File: src/rtl/ex_muldiv_unit_pkg.sv
// Shared definitions for the EX-stage multiply/divide unit:
// op-code constants, FSM state encoding and default operand width.
package ex_muldiv_unit_pkg;

    localparam int XLEN_DEF = 32;

    localparam logic [3:0] OP_MULT  = 4'b1100;
    localparam logic [3:0] OP_MULTU = 4'b1101;
    localparam logic [3:0] OP_DIV   = 4'b1110;
    localparam logic [3:0] OP_DIVU  = 4'b1111;

    typedef enum logic [1:0] {
        ST_IDLE = 2'd0,
        ST_BUSY = 2'd1,
        ST_FIX  = 2'd2,
        ST_DONE = 2'd3
    } state_t;

endpackage

File: src/rtl/ex_muldiv_unit_if.sv
// ID/EX-side bundle of the multiply/divide unit: op/operands in,
// stall/status and HI/LO out. The pipeline side is the master.
interface ex_muldiv_unit_if
    import ex_muldiv_unit_pkg::*;
#(
    parameter int XLEN = XLEN_DEF
);
    logic [3:0]      ex_ctrl_in;
    logic [XLEN-1:0] op_a;
    logic [XLEN-1:0] op_b;
    logic            stall_out;
    logic            busy_out;
    logic            done_out;
    logic            div_zero_out;
    logic [XLEN-1:0] hi_out;
    logic [XLEN-1:0] lo_out;

    modport master (
        output ex_ctrl_in, op_a, op_b,
        input  stall_out, busy_out, done_out, div_zero_out, hi_out, lo_out
    );

    modport slave (
        input  ex_ctrl_in, op_a, op_b,
        output stall_out, busy_out, done_out, div_zero_out, hi_out, lo_out
    );
endinterface

File: src/rtl/muldiv_datapath.sv
// Magnitude shift-add multiplier / restoring divider sharing one 2*XLEN
// accumulator, plus the sign fix-up applied to the final result.
module muldiv_datapath
    import ex_muldiv_unit_pkg::*;
#(
    parameter int XLEN = XLEN_DEF
) (
    input  logic            clock,
    input  logic            startin,
    input  logic            load,
    input  logic            step,
    input  logic            is_div_in,
    input  logic            is_signed_in,
    input  logic [XLEN-1:0] a_in,
    input  logic [XLEN-1:0] b_in,
    input  logic            div_zero,
    output logic [XLEN-1:0] res_hi,
    output logic [XLEN-1:0] res_lo
);

    logic [2*XLEN-1:0] acc;
    logic [XLEN-1:0]   operand;
    logic              is_div;
    logic              neg_q;
    logic              neg_r;

    logic              sa, sb;
    logic [XLEN-1:0]   mag_a, mag_b;
    logic [XLEN:0]     mul_sum;
    logic [2*XLEN-1:0] mul_next;
    logic [XLEN:0]     trial;
    logic [XLEN-1:0]   diff;
    logic              ge;
    logic [2*XLEN-1:0] div_next;
    logic [2*XLEN-1:0] prod_neg;

    always_comb begin
        sa    = is_signed_in & a_in[XLEN-1];
        sb    = is_signed_in & b_in[XLEN-1];
        mag_a = sa ? -a_in : a_in;
        mag_b = sb ? -b_in : b_in;
    end

    // Multiply: accumulator holds {partial product, remaining multiplier bits}.
    always_comb begin
        mul_sum  = {1'b0, acc[2*XLEN-1:XLEN]} + (acc[0] ? {1'b0, operand} : '0);
        mul_next = {mul_sum, acc[XLEN-1:1]};
    end

    // Divide: accumulator holds {partial remainder, dividend bits shifting into quotient}.
    always_comb begin
        trial    = acc[2*XLEN-1:XLEN-1];
        ge       = (trial >= {1'b0, operand});
        diff     = trial[XLEN-1:0] - operand;
        div_next = {(ge ? diff : trial[XLEN-1:0]), acc[XLEN-2:0], ge};
    end

    always_ff @(posedge clock or posedge startin) begin
        if (startin) begin
            acc     <= '0;
            operand <= '0;
            is_div  <= 1'b0;
            neg_q   <= 1'b0;
            neg_r   <= 1'b0;
        end else if (load) begin
            is_div  <= is_div_in;
            neg_q   <= sa ^ sb;
            neg_r   <= sa;
            operand <= is_div_in ? mag_b : mag_a;
            acc     <= {{XLEN{1'b0}}, (is_div_in ? mag_a : mag_b)};
        end else if (step) begin
            acc <= is_div ? div_next : mul_next;
        end
    end

    // A zero divisor yields an all-ones quotient that must not be sign-corrected.
    always_comb begin
        prod_neg = -acc;
        res_hi   = acc[2*XLEN-1:XLEN];
        res_lo   = acc[XLEN-1:0];
        if (is_div) begin
            if (neg_q && !div_zero) res_lo = -acc[XLEN-1:0];
            if (neg_r)              res_hi = -acc[2*XLEN-1:XLEN];
        end else if (neg_q) begin
            res_hi = prod_neg[2*XLEN-1:XLEN];
            res_lo = prod_neg[XLEN-1:0];
        end
    end

endmodule

File: src/rtl/ex_muldiv_unit.sv
// EX-stage multi-cycle MULT/MULTU/DIV/DIVU unit: sequencing FSM, iteration
// counter, pipeline stall and the architectural HI/LO registers.
module ex_muldiv_unit
    import ex_muldiv_unit_pkg::*;
#(
    parameter int XLEN  = XLEN_DEF,
    parameter int CNT_W = 6
) (
    input  logic             clock,
    input  logic             startin,
    ex_muldiv_unit_if.slave  bus
);

    // state | meaning
    // IDLE  | waiting; a muldiv op in ID/EX is latched and started
    // BUSY  | one multiply/divide iteration per clock, XLEN iterations
    // FIX   | sign correction; HI/LO written on the edge leaving this state
    // DONE  | result visible, done pulse, stall released; start ignored

    localparam logic [CNT_W-1:0] LAST_ITER = CNT_W'(XLEN - 1);

    state_t          state;
    logic [CNT_W-1:0] counter;
    logic [XLEN-1:0] hi_q, lo_q;
    logic            busy_q, done_q, div_zero_q;
    logic            start, load, step, div_zero_new;
    logic [XLEN-1:0] res_hi, res_lo;

    assign start        = (bus.ex_ctrl_in[3:2] == 2'b11);
    assign load         = (state == ST_IDLE) && start;
    assign step         = (state == ST_BUSY);
    assign div_zero_new = ((bus.ex_ctrl_in == OP_DIV) || (bus.ex_ctrl_in == OP_DIVU))
                          && (bus.op_b == '0);

    muldiv_datapath #(.XLEN(XLEN)) u_datapath (
        .clock        (clock),
        .startin      (startin),
        .load         (load),
        .step         (step),
        .is_div_in    (bus.ex_ctrl_in[1]),
        .is_signed_in (~bus.ex_ctrl_in[0]),
        .a_in         (bus.op_a),
        .b_in         (bus.op_b),
        .div_zero     (div_zero_q),
        .res_hi       (res_hi),
        .res_lo       (res_lo)
    );

    always_ff @(posedge clock or posedge startin) begin
        if (startin) begin
            state      <= ST_IDLE;
            counter    <= '0;
            hi_q       <= '0;
            lo_q       <= '0;
            busy_q     <= 1'b0;
            done_q     <= 1'b0;
            div_zero_q <= 1'b0;
        end else begin
            case (state)
                ST_IDLE: begin
                    counter <= '0;
                    if (start) begin
                        state      <= ST_BUSY;
                        busy_q     <= 1'b1;
                        div_zero_q <= div_zero_new;
                    end
                end
                ST_BUSY: begin
                    if (counter == LAST_ITER) begin
                        state <= ST_FIX;
                    end else begin
                        counter <= counter + CNT_W'(1);
                    end
                end
                ST_FIX: begin
                    hi_q   <= res_hi;
                    lo_q   <= res_lo;
                    done_q <= 1'b1;
                    state  <= ST_DONE;
                end
                ST_DONE: begin
                    done_q  <= 1'b0;
                    busy_q  <= 1'b0;
                    counter <= '0;
                    state   <= ST_IDLE;
                end
                default: state <= ST_IDLE;
            endcase
        end
    end

    // Combinational so the op in ID/EX is frozen in the very cycle it is seen.
    assign bus.stall_out    = load || (state == ST_BUSY) || (state == ST_FIX);
    assign bus.busy_out     = busy_q;
    assign bus.done_out     = done_q;
    assign bus.div_zero_out = div_zero_q;
    assign bus.hi_out       = hi_q;
    assign bus.lo_out       = lo_q;

endmodule
File: src/flat_wrapper.sv
// flat-port wrapper written by rule: the top's interface ports become plain ports
module ex_muldiv_unit_flat import ex_muldiv_unit_pkg::*;
#(
    parameter int XLEN  = XLEN_DEF,
    parameter int CNT_W = 6
)
  (clock, startin, bus_ex_ctrl_in, bus_op_a, bus_op_b, bus_stall_out, bus_busy_out, bus_done_out, bus_div_zero_out, bus_hi_out, bus_lo_out);
  ex_muldiv_unit_if #(.XLEN(XLEN)) bus_i ();
  input  logic clock;
  input  logic startin;
  input wire logic [$bits(bus_i.ex_ctrl_in)-1:0] bus_ex_ctrl_in;
  input wire logic [$bits(bus_i.op_a)-1:0] bus_op_a;
  input wire logic [$bits(bus_i.op_b)-1:0] bus_op_b;
  output wire logic [$bits(bus_i.stall_out)-1:0] bus_stall_out;
  output wire logic [$bits(bus_i.busy_out)-1:0] bus_busy_out;
  output wire logic [$bits(bus_i.done_out)-1:0] bus_done_out;
  output wire logic [$bits(bus_i.div_zero_out)-1:0] bus_div_zero_out;
  output wire logic [$bits(bus_i.hi_out)-1:0] bus_hi_out;
  output wire logic [$bits(bus_i.lo_out)-1:0] bus_lo_out;
  assign bus_i.ex_ctrl_in = bus_ex_ctrl_in;
  assign bus_i.op_a = bus_op_a;
  assign bus_i.op_b = bus_op_b;
  assign bus_stall_out = bus_i.stall_out;
  assign bus_busy_out = bus_i.busy_out;
  assign bus_done_out = bus_i.done_out;
  assign bus_div_zero_out = bus_i.div_zero_out;
  assign bus_hi_out = bus_i.hi_out;
  assign bus_lo_out = bus_i.lo_out;
  ex_muldiv_unit #(.XLEN(XLEN), .CNT_W(CNT_W)) u_core (.clock(clock), .startin(startin), .bus(bus_i));
endmodule
File: config.mk
export PLATFORM = sky130hd
export DESIGN_NAME = ex_muldiv_unit_flat
export DESIGN_NICKNAME = d
export VERILOG_FILES = /design/src/rtl/ex_muldiv_unit_pkg.sv /design/src/rtl/ex_muldiv_unit_if.sv /design/src/rtl/muldiv_datapath.sv /design/src/rtl/ex_muldiv_unit.sv /design/src/flat_wrapper.sv
export SDC_FILE = /design/constraint.sdc
export NUM_CORES = 1
export LEC_CHECK = 0
export ABC_AREA = 1
export CAP_MARGIN = 20
export CORE_MARGIN = 2
export CORE_UTILIZATION = 55
export DETAILED_ROUTE_END_ITERATION = 7
export GPL_TIMING_DRIVEN = 0
export PLACE_DENSITY = 0.73
export SLEW_MARGIN = 20
export SYNTH_ARGS = -nofsm -noshare
export SYNTH_HDL_FRONTEND = slang
export SYNTH_HIERARCHICAL = 1
export SYNTH_SLANG_ARGS = --single-unit
File: constraint.sdc
create_clock -name clock -period 4.66 [get_ports clock]
set_input_delay 0.466 -clock clock [delete_from_list [all_inputs] [get_ports clock]]
set_output_delay 0.466 -clock clock [all_outputs]
set_load 0.01 [all_outputs]
==> flow_summary.ini, run 1 <==
[status]
status = complete, but fails checks
failed_checks = DRC

[global_routing]
grt_pass1_vias = 20000
grt.overflow.total = 0
met2_usage_pct = 63.3
antenna_found_initial = 0
grt_pass1_wl_um = 111000
grt.busiest_layer = met2
grtUsageMet1_pct = 52.3
grt_usage_pct = 41.4
grtUsageMet3_pct = 10.4
grt_max_degree = 60

[synth]
synth_xor_area_share_pct = 6.95
synthCells = 3133
synthSimpleGateAreaFrac_pct = 41.1
ys_seq_area_share_pct = 23.8
synthAdderAreaFrac_pct = 5.21
synth_compound_area_share_pct = 10.5
ys_ff_latch = 174
avgSynthCellArea_sq_um = 5.84
synthMuxAreaShare_pct = 0
synth_top_family_by_area = simple AND/OR/NAND/NOR gates
netlist_area_sq_um = 18300
ys_warn_count = 6
synth_cell_type_count = 51
postSynthNetCount = 3278

[clock_network]
cts_made_buffers = 17
htreeDepth = 4
clockBufferDepth = 2
cts_setup_buffers = 0
cts.sinks = 174
cts-resized-gates = 0
path_clk_slew_ps = 80
clk_latency_ps = 460
cts_hold_buf = 0
clockRootBuffer = clkbuf_16
cts_tree = done

[worst_setup_path]
start_kind = flop
path_max_fanout = 10
crit_type = flop to flop
r2r-start = u_core/state[0]$_DFFE_PP0P_
worstPathArrival_ps = 4120
crit_top_cell = inv_1
cp_slowest_cell = nor2_1
required_ps = 5010
worstPathCellList = inv_1 > ha_1 > nand3_1 > inv_1 > clkbuf_1 > nor2_1 > clkinv_1 > clkbuf_1 > o21ai_0 > inv_1
worstSetupEndpointType = flop
slowest_delay_ps = 890
startpoint = u_core/state[0]$_DFFE_PP0P_

[pwr]
leakage_uw = 0.0110
ir_drop_mv = 0.440
p_per_area_nw_per_um2 = 784

[cells_and_area]
n_fill_cell = 3123
most-common-layout-cells = 1189 x nand2_1, 470 x inv_1, 281 x nor2_1
layout.cells.most_common = nand2_1
diodes = 0
nets = 3436
area_growth_syn_to_layout_pct = 14.3
layout-drive-gt1-share_pct = 3.75

[floorplanning]
die_w_um = 186
fp-row-count = 66
start_util_pct = 56.1
die_h_um = 186
die_area_sq_um = 34700
pin_count = 138
core_area_sq_um = 32600

[detailed_routing]
drt_iter0_markers = 2899
drt-total-wl_um = 74000
drc = 3
dr.pass1.iters = 8
ant_nets = 0
vias = 21600
wire_per_inst_um = 19.8
viasPerCell = 5.77

[timing]
max_freq_mhz = 265
tightest_slew_ps = 1080
skew_ps = 16.2
period_share_pct = 81.1
setup_tns_ps = 0
slew_violations = 0
rsz0062_at_grt = no
max_slew_margin_pct = 27.7
hold_ws_ps = 437
hold_violations = 0
setup_viol = 0
fin_crit_ps = 3780

[placement]
hpwlAfterDp_um = 60800
gp_congestion = 1.15
portBuffers = 137

[run]
drv_cap = 0

[hold_path]
hp-class = input port to async pin
## path summary, 6_finish.rpt
kind	end	cells past startpoint	slack [ps]
setup / recovery	u_core/u_datapath/acc[6]$_DFFE_PP0P_	10	880
hold / removal	u_core/bus.lo_out[9]$_DFFE_PP0P_	2	440
setup reg to reg	u_core/u_datapath/acc[6]$_DFFE_PP0P_	10	880
hold reg to reg	u_core/bus.hi_out[8]$_DFFE_PP0P_	2	470
max in group asynchronous	u_core/u_datapath/acc[61]$_DFFE_PP0P_	3	3490
min in group clock	u_core/bus.hi_out[8]$_DFFE_PP0P_	2	470
## metrics by stage
step | power [uW] | cell area, sq um | setup slack [ps] | util (%) | instances
after global placement | 14100 | 20200 | 11.8 | 62.0 | 3712
after floorplan | 10400 | 18300 | 1600 | - | 3133
final | 16400 | 20900 | 882 | 64.1 | 3746
after global routing | 17500 | 20900 | 903 | 64.1 | 3746
after detailed placement | 14300 | 20300 | 963 | 62.1 | 3714
after CTS | 15900 | 20900 | 1150 | 64.1 | 3746
## worst max-delay path: cells and delay by family (launching register included)
kind | cells | cell delay, ps
flops | 1 | 400
simple gates | 2 | 1130
compound gates | 1 | 290
buf+inv | 6 | 1610
fa+ha+maj | 1 | 240
## flip-flops by register name (all words and copies together) (netlist names)
name,count
u_core/bus.done_out,1
u_core/bus.lo_out,32
u_core/u_datapath/acc,64
u_core/bus.busy_out,1
u_core/u_datapath/neg_q,1
u_core/u_datapath/operand,32
u_core/state,2
u_core/counter,6
u_core/bus.hi_out,32
u_core/u_datapath/is_div,1
u_core/u_datapath/neg_r,1
u_core/bus.div_zero_out,1
## cell families after synthesis
group / after synthesis
AND/OR/NAND/NOR: 1821
buffers and inverters: 583
AO/OA/AOI/OAI: 335
flip-flops: 174
XOR/XNOR: 145
adder cells (fa/ha/maj): 75
## metal layers
metal | vias up | wire (um)
li1 | 10100 | -
met1 | 9788 | 28500
met2 | 1442 | 31300
met3 | 286 | 8830
met4 | 0 | 5330
met5 | - | 0
## power breakdown
part / internal, uW / total (uW) / switching, uW / leakage, uW
sequential: 2220 / 3130 / 912 / 0.00215
clock: 838 / 1540 / 707 / 0.000311
combinational: 3790 / 11700 / 7920 / 0.00854
## synth_stat cells (all sizes together)
cell type	number	share of area [%]
inv	483	9.9
xnor2	28	1.3
nor4	9	0.31
o21bai	8	0.33
a21o	2	0.082
a211o	1	0.048
a31oi	7	0.24
xor2	117	5.6
clkinv	7	0.15
o21ai	150	4.2
nor3	38	1.1
buf	34	1.1
o22ai	7	0.24
nand3b	17	0.72
o211ai	31	1.3
a21oi	99	2.8
and2	1	0.034
a2bb2oi	1	0.048
o221ai	11	0.53
ha	73	5.0
o21a	1	0.041
clkbuf	59	1.2
nand3	208	5.9
fa	2	0.22
nor2	296	6.4
dfrtp	174	24
a221oi	1	0.048
or2	2	0.068
nand2	1204	25
o31ai	5	0.21
a22oi	10	0.41
o41ai	1	0.048
nand4	46	1.6
## layout make-up
| type | instances | area [sq um] | area share (%) |
|---|---|---|---|
| buffer | 93 | 423 | 2.02 |
| clock inverter | 14 | 193 | 0.922 |
| timing repair buffer | 139 | 1430 | 6.82 |
| clock buffer | 18 | 439 | 2.10 |
| inverter | 490 | 1850 | 8.84 |
| multi-input combinational | 2376 | 11700 | 55.8 |
| sequential | 174 | 4350 | 20.8 |
| tap | 442 | 553 | 2.65 |
Note: power is estimated with default switching activity, not from simulation.
==> run 2, diff against run 1 <==
PLACE_DENSITY = 0.76   (was 0.73)
clock period = 3.4 ns   (was 4.66 ns; I/O delays follow)
==> run 2 against run 1 <==
The run now ends clean. Die area unchanged. Critical path type unchanged. Largest power group unchanged. Clock-buffer cell count unchanged. First-iteration DRC count increased by 4.8%. Final area decreased by 0.11%. Cell count about the same. Highest routed layer unchanged.
==> flow_summary.ini, run 2 (synthesis gave the netlist of run 1 again) <==
[status]
status = finished clean

[detailed_routing]
drt_iter0_markers = 3037
drc = 0
vias = 21900
dr.pass1.iters = 8
ant_nets = 0
drt-total-wl_um = 76300
viasPerCell = 5.85
wire_per_inst_um = 20.3

[run]
drv_cap = 0

[worst_setup_path]
worstPathArrival_ps = 3660
cp_slowest_cell = nor2_1
crit_type = flop to flop
required_ps = 3790
worstPathCellList = inv_1 > ha_1 > nand3_1 > inv_1 > clkbuf_1 > inv_1 > nor2_1 > clkbuf_1 > nand3_1 > nand3_1 > nand2_1 > inv_1
crit_top_cell = inv_1
start_kind = flop
slowest_delay_ps = 440
path_max_fanout = 10
worstSetupEndpointType = flop

[clock_network]
cts_made_buffers = 17
cts_tree = done
clockBufferDepth = 2
cts-resized-gates = 0
cts.sinks = 174
clk_latency_ps = 460
cts_hold_buf = 0
cts_setup_buffers = 0
clockRootBuffer = clkbuf_16
htreeDepth = 4
path_clk_slew_ps = 80

[cells_and_area]
layout.cells.most_common = nand2_1
largest_register_ffs = 64
n_fill_cell = 3086
most-common-layout-cells = 1189 x nand2_1, 470 x inv_1, 280 x nor2_1
area_growth_syn_to_layout_pct = 14.2
layout-drive-gt1-share_pct = 3.78
regMostFlops = u_core/u_datapath/acc
nets = 3436

[timing]
period_share_pct = 96.4
tightest_slew_ps = 968
max_slew_margin_pct = 35.5
hold_ws_ps = 274
slew_violations = 0
fin_crit_ps = 3280
skew_ps = 22.3
setup_viol = 0
max_freq_mhz = 305
rsz0062_at_grt = no
hold_violations = 0
layout_setup_ws_ps = 124

[global_routing]
grt_pass1_wl_um = 115000
grt.overflow.total = 0
antenna_found_initial = 1
grt_pass1_vias = 20200
grt_usage_pct = 42.9
grt_max_degree = 71

[placement]
hpwlAfterDp_um = 62400
dp_slack_ps = 73.5
portBuffers = 137
gp_congestion = 1.09

[pwr]
leakage_uw = 0.0110
power_switching_uw = 13300
power.share.combinational_pct = 71.7
p_total_uw = 22600
seqPwrFrac_pct = 19.1
swShare_pct = 58.8
power.share.clock_pct = 9.2
ir_drop_mv = 0.588
p_per_area_nw_per_um2 = 1080
p_int_uw = 9320

[floorplanning]
pin_count = 138
core_area_sq_um = 32600
fp-row-count = 66
start_util_pct = 56.1
die_h_um = 186
die_area_sq_um = 34700
die_w_um = 186

[hold_path]
hp-class = input port to async pin
run 2: area by class of cell:
class | count | area (sq um) | share of cell area, %
multi-input cells | 2376 | 11700 | 55.9
flip-flops and latches | 174 | 4350 | 20.9
inverters | 490 | 1850 | 8.85
repair buffers | 139 | 1430 | 6.83
well taps | 442 | 553 | 2.65
clock buffers | 18 | 429 | 2.06
plain buffers | 93 | 424 | 2.03
clock inverters | 14 | 170 | 0.815
diodes | 2 | 5.00 | 0.0240
run 2: routing by layer:
metal	wire, um	vias up	GRT usage [%]
li1	-	10100	-
met1	28900	9893	54.9
met2	32800	1594	67.5
met3	9580	299	8.82
met4	5030	0	24.4
met5	0	-	0
run 2: path summary, 6_finish.rpt:
path | startpoint | to | slack (ps) | cells after the start
worst max-delay path | u_core/state[1]$_DFFE_PP0P_ | u_core/u_datapath/acc[30]$_DFFE_PP0P_ | 120 | 12
worst max register to register | u_core/state[1]$_DFFE_PP0P_ | u_core/u_datapath/acc[30]$_DFFE_PP0P_ | 120 | 12
worst min register to register | u_core/bus.hi_out[10]$_DFFE_PP0P_ | u_core/bus.hi_out[10]$_DFFE_PP0P_ | 470 | 2
worst min-delay path | startin | u_core/bus.lo_out[11]$_DFFE_PP0P_ | 270 | 2
min in group clock | u_core/bus.hi_out[10]$_DFFE_PP0P_ | u_core/bus.hi_out[10]$_DFFE_PP0P_ | 470 | 2
max in group asynchronous | startin | u_core/u_datapath/acc[54]$_DFFE_PP0P_ | 2400 | 3
run 2: power groups by stage:
stage          Combinational [uW]  Sequential (uW)  Clock (uW)
5_1_grt                     17600             4350        2160
3_5_place_dp                15500             4240           0
4_1_cts                     15700             4210        2080
3_3_place_gp                15200             4180           0
6_report                    16200             4320        2080
2_1_floorplan               10300             3920           0
run 2: per-stage QoR:
step	TNS [ps]	util (%)	cell area, sq um	instances
after floorplan	0	-	18300	3133
after CTS	0	64.0	20900	3746
after global placement	-124670	62.0	20200	3712
final	0	64.0	20900	3748
after global routing	0	64.0	20900	3746
after detailed placement	0	62.1	20300	3714
run 2: worst max-delay path, delay by kind of cell (launching register included):
| kind | cells | cell delay, ps |
|---|---|---|
| adders and majority gates | 1 | 220 |
| buffers and inverters | 6 | 1350 |
| and+or+nand+nor | 5 | 1210 |
| DFF | 1 | 420 |
